--- config.mk ---
export PLATFORM = sky130hd
export DESIGN_NAME = game_fsm_multi
export DESIGN_NICKNAME = d
export VERILOG_FILES = /design/src/rtl/game_pkg.sv /design/src/rtl/coin_hit.sv /design/src/rtl/game_fsm_multi.sv
export SDC_FILE = /design/constraint.sdc
export NUM_CORES = 1
export LEC_CHECK = 0
export CAP_MARGIN = 10
export CORE_ASPECT_RATIO = 0.5
export CORE_MARGIN = 1.5
export CORE_UTILIZATION = 45
export CTS_CLUSTER_SIZE = 28
export DETAILED_ROUTE_END_ITERATION = 10
export PLACE_DENSITY = 0.76
export REMOVE_ABC_BUFFERS = 1
export SETUP_SLACK_MARGIN = 0.05
export SLEW_MARGIN = 5
export SYNTH_ARGS = -nofsm -noshare
export SYNTH_HDL_FRONTEND = slang
export SYNTH_SLANG_ARGS = --single-unit
--- constraint.sdc ---
create_clock -name Clk -period 3.2 [get_ports Clk]
set_input_delay 0.32 -clock Clk [delete_from_list [all_inputs] [get_ports Clk]]
set_output_delay 0.32 -clock Clk [all_outputs]
set_load 0.005 [all_outputs]
--- src/rtl/game_pkg.sv ---
// Shared types and constants for the stickman runner game-state controller.
package game_pkg;

  typedef enum logic [2:0] {
    S_WAIT    = 3'd0,
    S_PLAY    = 3'd1,
    S_RESPAWN = 3'd2,
    S_PAUSE   = 3'd3,
    S_WIN     = 3'd4,
    S_LOSE    = 3'd5
  } game_state_t;

  // Bit positions inside the one-hot status vector {wait, play, pause, win, lose}.
  localparam int ST_WAIT  = 4;
  localparam int ST_PLAY  = 3;
  localparam int ST_PAUSE = 2;
  localparam int ST_WIN   = 1;
  localparam int ST_LOSE  = 0;

  localparam logic [7:0] KEY_SPACE = 8'h2C;
  localparam logic [7:0] KEY_P     = 8'h13;

endpackage

--- src/rtl/coin_hit.sv ---
// Combinational overlap test between one coin and the stickman hitbox.
module coin_hit #(
  parameter int FRAME_W  = 13,
  parameter int Y_W      = 10,
  parameter int STICK_X  = 100,
  parameter int HIT_X_LO = 10,
  parameter int HIT_X_HI = 46,
  parameter int HIT_Y_LO = 10,
  parameter int HIT_Y_HI = 74
) (
  input  logic [FRAME_W-1:0] frame_counter,
  input  logic [FRAME_W-1:0] coin_x,
  input  logic [Y_W-1:0]     stick_top,
  input  logic [Y_W-1:0]     coin_y,
  output logic               hit
);

  localparam int XW = FRAME_W + 1;
  localparam int YW = Y_W + 1;

  // One extra bit on every sum so the window edges never wrap.
  logic [XW-1:0] left, x_lo, x_hi, cx;
  logic [YW-1:0] y_lo, y_hi, cy;

  always_comb begin
    left = XW'(STICK_X) + {1'b0, frame_counter};
    x_lo = left + XW'(HIT_X_LO);
    x_hi = left + XW'(HIT_X_HI);
    cx   = {1'b0, coin_x};
    y_lo = {1'b0, stick_top} + YW'(HIT_Y_LO);
    y_hi = {1'b0, stick_top} + YW'(HIT_Y_HI);
    cy   = {1'b0, coin_y};
    hit  = (cx > x_lo) && (cx < x_hi) && (cy > y_lo) && (cy < y_hi);
  end

endmodule

--- src/rtl/game_fsm_multi.sv ---
// Game-state controller: coins and score, multiple lives with respawn/grace,
// pause, and a scroller freeze output.
module game_fsm_multi
  import game_pkg::*;
#(
  parameter int NUM_COINS      = 3,
  parameter int FRAME_W        = 13,
  parameter int Y_W            = 10,
  parameter int NUM_LIVES      = 3,
  parameter int WIN_FRAME      = 3000,
  parameter int STICK_X        = 100,
  parameter int STICK_H        = 50,
  parameter int FLOOR_Y        = 470,
  parameter int HIT_X_LO       = 10,
  parameter int HIT_X_HI       = 46,
  parameter int HIT_Y_LO       = 10,
  parameter int HIT_Y_HI       = 74,
  parameter int RESPAWN_FRAMES = 60,
  parameter int GRACE_FRAMES   = 90
) (
  input  logic                               Clk,
  input  logic                               Reset_n,
  input  logic                               frame_clk,
  input  logic [7:0]                         keycode,
  input  logic [Y_W-1:0]                     StickmanTop,
  input  logic [Y_W-1:0]                     GroundY,
  input  logic [FRAME_W-1:0]                 frame_counter,
  input  logic [NUM_COINS-1:0][FRAME_W-1:0]  CoinFrameX,
  input  logic [NUM_COINS-1:0][Y_W-1:0]      CoinY,
  output logic [NUM_COINS-1:0]               CoinStatus,
  output logic [4:0]                         status,
  output logic [$clog2(NUM_COINS+1)-1:0]     score,
  output logic [$clog2(NUM_LIVES+1)-1:0]     lives,
  output logic                               freeze,
  output logic                               respawn_req,
  output game_state_t                        state_dbg
);

  localparam int SW = $clog2(NUM_COINS + 1);
  localparam int LW = $clog2(NUM_LIVES + 1);
  localparam int GW = $clog2(GRACE_FRAMES + 1);
  localparam int RW = $clog2(RESPAWN_FRAMES + 1);

  game_state_t          state_q, state_d;
  logic [2:0]           fsync_q;
  logic [7:0]           key_prev_q;
  logic [NUM_COINS-1:0] coin_q, coin_d, hit;
  logic [SW-1:0]        score_q, score_d, gained;
  logic [SW:0]          score_sum;
  logic [LW-1:0]        lives_q, lives_d;
  logic [GW-1:0]        grace_q, grace_d;
  logic [RW-1:0]        resp_q, resp_d;
  logic                 freeze_q, freeze_d, req_q, req_d;
  logic                 frame_tick, start_edge, pause_edge;
  logic [Y_W:0]         feet;
  logic                 crash, fall, hazard;

  // fsync_q[1:0] is the synchroniser, fsync_q[2] the previous synchronised level.
  assign frame_tick = fsync_q[1] & ~fsync_q[2];
  assign start_edge = (keycode == KEY_SPACE) && (key_prev_q != KEY_SPACE);
  assign pause_edge = (keycode == KEY_P) && (key_prev_q != KEY_P);

  assign feet   = {1'b0, StickmanTop} + (Y_W+1)'(STICK_H);
  assign crash  = feet > {1'b0, GroundY};
  assign fall   = feet >= (Y_W+1)'(FLOOR_Y);
  assign hazard = fall | (crash & (grace_q == '0));

  for (genvar i = 0; i < NUM_COINS; i++) begin : g_coin
    coin_hit #(
      .FRAME_W(FRAME_W), .Y_W(Y_W), .STICK_X(STICK_X),
      .HIT_X_LO(HIT_X_LO), .HIT_X_HI(HIT_X_HI),
      .HIT_Y_LO(HIT_Y_LO), .HIT_Y_HI(HIT_Y_HI)
    ) u_hit (
      .frame_counter(frame_counter),
      .coin_x       (CoinFrameX[i]),
      .stick_top    (StickmanTop),
      .coin_y       (CoinY[i]),
      .hit          (hit[i])
    );
  end

  always_comb begin
    gained = '0;
    for (int i = 0; i < NUM_COINS; i++) gained = gained + SW'(coin_q[i] & hit[i]);
    score_sum = {1'b0, score_q} + {1'b0, gained};
  end

  always_comb begin
    state_d = state_q;
    coin_d  = coin_q;
    score_d = score_q;
    lives_d = lives_q;
    grace_d = grace_q;
    resp_d  = resp_q;
    req_d   = 1'b0;
    case (state_q)
      S_WAIT: begin
        coin_d  = '1;
        score_d = '0;
        lives_d = LW'(NUM_LIVES);
        grace_d = '0;
        if (start_edge) state_d = S_PLAY;
      end
      S_PLAY: begin
        // Coins are collected even on the cycle that leaves PLAY.
        coin_d  = coin_q & ~hit;
        score_d = (score_sum > (SW+1)'(NUM_COINS)) ? SW'(NUM_COINS) : score_sum[SW-1:0];
        if (frame_tick && grace_q != '0) grace_d = grace_q - 1'b1;
        if (hazard) begin
          if (lives_q <= LW'(1)) begin
            lives_d = '0;
            state_d = S_LOSE;
          end else begin
            lives_d = lives_q - 1'b1;
            req_d   = 1'b1;
            resp_d  = RW'(RESPAWN_FRAMES);
            state_d = S_RESPAWN;
          end
        end else if (frame_counter >= FRAME_W'(WIN_FRAME)) begin
          state_d = S_WIN;
        end else if (pause_edge) begin
          state_d = S_PAUSE;
        end
      end
      S_RESPAWN: begin
        if (resp_q == '0) begin
          grace_d = GW'(GRACE_FRAMES);
          state_d = S_PLAY;
        end else if (frame_tick) begin
          resp_d = resp_q - 1'b1;
        end
      end
      S_PAUSE: if (pause_edge) state_d = S_PLAY;
      S_WIN, S_LOSE: begin
        // Load the fresh-game values on the way out so WAIT shows them at once.
        if (start_edge) begin
          coin_d  = '1;
          score_d = '0;
          lives_d = LW'(NUM_LIVES);
          grace_d = '0;
          state_d = S_WAIT;
        end
      end
      default: state_d = S_WAIT;
    endcase
    freeze_d = (state_d == S_PAUSE) || (state_d == S_RESPAWN);
  end

  always_ff @(posedge Clk or negedge Reset_n) begin
    if (!Reset_n) begin
      state_q    <= S_WAIT;
      fsync_q    <= '0;
      key_prev_q <= '0;
      coin_q     <= '1;
      score_q    <= '0;
      lives_q    <= LW'(NUM_LIVES);
      grace_q    <= '0;
      resp_q     <= '0;
      freeze_q   <= 1'b0;
      req_q      <= 1'b0;
    end else begin
      state_q    <= state_d;
      fsync_q    <= {fsync_q[1:0], frame_clk};
      key_prev_q <= keycode;
      coin_q     <= coin_d;
      score_q    <= score_d;
      lives_q    <= lives_d;
      grace_q    <= grace_d;
      resp_q     <= resp_d;
      freeze_q   <= freeze_d;
      req_q      <= req_d;
    end
  end

  always_comb begin
    status = '0;
    case (state_q)
      S_WAIT:            status[ST_WAIT]  = 1'b1;
      S_PLAY, S_RESPAWN: status[ST_PLAY]  = 1'b1;
      S_PAUSE:           status[ST_PAUSE] = 1'b1;
      S_WIN:             status[ST_WIN]   = 1'b1;
      S_LOSE:            status[ST_LOSE]  = 1'b1;
      default:           status = '0;
    endcase
  end

  assign CoinStatus  = coin_q;
  assign score       = score_q;
  assign lives       = lives_q;
  assign freeze      = freeze_q;
  assign respawn_req = req_q;
  assign state_dbg   = state_q;

endmodule

==> impl_metrics.toml <==
[run_status]
status = "finished, violations left"
violations = "negative setup slack"

[setup_path]
startpoint_type = "primary input"
timing.critical_path.mode_cell = "buf_4"
path_class = "in2reg"
cpMaxStageDelayCell = "or3_4"
crit_buf_inv = 14
cp_data_required_time_ns = 3.42
critical-path-max-stage-delay_ns = 0.43
critical_path.top_delay_family = "buffers and inverters"
crit_path_end_kind = "register"
reg2reg_slack_ns = 0.34
cp_max_fo = 5
crit_arrival_ns = 5.02

[logic_synthesis]
synth.area.top_cells = "ha_1 28%, dfrtp_1 13%, xor2_1 4.2%"
seq_area_frac_synth = 0.155
ys_ff_latch = 36
synth_area_per_cell_um2 = 8.51
synth_edf_count = 0
ys.flop_type = "dfrtp_1"
async_reset_ff_frac = 1.00
syn_inst = 687
yosys.area.top_type = "ha_1"
synthesis.area_um2 = 5840
yosysTopAreaCellShare = 0.283
yosysWarnings = 0
synth_cell_type_count = 79

[final_layout]
instances_no_fill = 1211
layout_common_cells = "229 x buf_4, 123 x ha_1, 117 x clkdlybuf4s50_1"
drive_gt1_frac = 0.348
antenna_cells = 0
num-fill-cells = 756
final_common_cell = "buf_4"
area_growth_pct = 68.4
multiInputGateArea_um2 = 5330
utilization = 0.777
regArea_um2 = 907
final_design_area_no_fill_um2 = 9840
fin_nets = 1287

[power]
clkPwrFrac = 0.160
comb_power_share = 0.646
switchingPower_w = 0.00127
total_leakage_power_nw = 4.60
internal_power_w = 0.00187
cellPowerDensity_nw_per_um2 = 318
p_seq_frac = 0.193
swShare = 0.404
max-vdd-ir-drop_mv = 0.257

[place]
port_buffers = 129
gp_congestion = 0.942
dp_hpwl_um = 16000
postPlaceCellArea_um2 = 8670
post-place-ws_ns = -2.28
dp.cells = 1158

[sta]
slew_headroom = 0.387
finalMaxSlewViolations = 0
finalSetupViolCount = 5
finalWorstSetupSlack_ns = -1.59
rsz0062_at_grt = "yes"
fin_crit_ns = 4.79
worstMarginPinSlew_ns = 0.909
hold_ws_ns = 0.350
clock_skew_ns = 0.00690
final.period_utilization = 1.50
fmax_ghz = 0.209
final-hold-violation-count = 0

[clock_network]
clockRootBuffer = "clkbuf_16"
clkSlewWorstSetupHoldPaths_ns = 0.06
clockBufferDepth = 2
cts_buffers = 5
clk_latency_ns = 0.29
htree_levels = 2
cts_tree = "built"
clock_sinks = 36

[die]
dieArea_um2 = 13700
chipWidth_um = 164
start_util = 0.461
core-area_um2 = 12700
io_pins = 130
row_count = 29
die_height_um = 83.6

[route]
drt-vias-per-instance = 6.05
vias = 7329
firstDrtPassIters = 5
drc = 0
drt_iter0_drc = 647
ant_nets = 0
totalWireLength_um = 23900
wire_per_inst_um = 19.7

[global_routing]
grt_pass1_wl_um = 34100
grt_max_degree = 37
grt-ovfl-total = 0
grt_pass1_vias = 7228
grt_antenna_before_repair = 0
grt_usage = 0.311

[job]
maxCapViolCount = 0

[min_path]
hold_class = "reg2reg"
layer usage:
layer  part of all wire  GRT usage  wire length (um)
met5                  0          0                 0
met4              0.062      0.113              1480
met3              0.070     0.0338              1680
met2               0.48      0.564             11400
met1               0.39      0.378              9300
path summary, 6_finish.rpt:
kind | start | to | cells past startpoint
min in group asynchronous | Reset_n | grace_q[1] | 2
setup / recovery | frame_counter[2] | CoinStatus[2] | 28
hold reg to reg | fsync_q[0] | fsync_q[1] | 0
hold / removal | fsync_q[0] | fsync_q[1] | 0
setup reg to reg | grace_q[0] | lives[0] | 9
max in group asynchronous | Reset_n | lives[1] | 2
power groups by stage:
stage	logic [W]	registers [W]	clock network, W
3_5_place_dp	0.00161	0.000604	0
4_1_cts	0.00179	0.000598	0.000490
3_3_place_gp	0.00154	0.000598	0
2_1_floorplan	0.000806	0.000582	0
6_report	0.00202	0.000606	0.000503
5_1_grt	0.00219	0.000612	0.000521
worst reg2reg max path, cell delays in order, from the launching register on:
cell and delay (ns):
dfrtp_1 0.39, inv_1 0.09, ha_1 0.20, or4b_1 0.54
nor3_1 0.36, o31ai_4 0.15, o311ai_4 0.46, buf_4 0.19
nand3_2 0.10, a211o_1 0.31
registers in the layout, indices dropped and copies added (netlist names):
name	count
resp_q	6
freeze	1
grace_q	7
CoinStatus	3
state_dbg	3
respawn_req	1
score	2
fsync_q	3
key_prev_q	8
lives	2
through the flow:
stage / power, W / TNS [ns]
detailed placement: 0.00222 / -11.48
finish: 0.00313 / -5.45
floorplan: 0.00139 / -3.32
global placement: 0.00214 / -10.07
CTS: 0.00287 / -3.88
global route: 0.00332 / -5.89
cells by family after synthesis:
family	share of synthesized area
AO/OA/AOI/OAI	0.240
XOR/XNOR	0.0767
adder cells (fa/ha/maj)	0.290
buffers and inverters	0.0441
flip-flops	0.155
multiplexers	0.00171
AND/OR/NAND/NOR	0.192
synthesized netlist by cell type (4+ instances only):
cell and n:
nor3_1 20, a211oi_1 11, xor2_1 28, nand2b_1 7, nand4_1 14, nor2_1 34, and3_1 9, nor2b_1 12
o2111ai_1 6, nor4b_1 4, o22ai_1 5, o211ai_1 6, a21o_1 21, nor4_1 10, xnor2_1 20, inv_1 40
a21boi_0 5, o21ai_0 45, a31oi_1 4, clkbuf_1 11, a21oi_1 36, nand3_1 19, nand2_1 45, dfstp_2 5
nand3b_1 4, ha_1 132, o21a_1 11, o31ai_1 5, and2_1 8, dfrtp_1 31
cell type report:
class,count,share of cell area
multi-input cells,592,0.542
inverters,40,0.0155
clock buffers,6,0.0141
clock inverters,2,0.00102
repair buffers,365,0.314
flip-flops and latches,36,0.0922
well taps,170,0.0216
what timing repair did:
action | CTS | global route
gates resized for setup | 104 | 69
endpoints found under the setup margin | 18 | 18
pin swaps | 60 | 52
hold buffers | 0 | 0
buffers inserted | 39 | 8
Power figures use the tool's default switching activity.
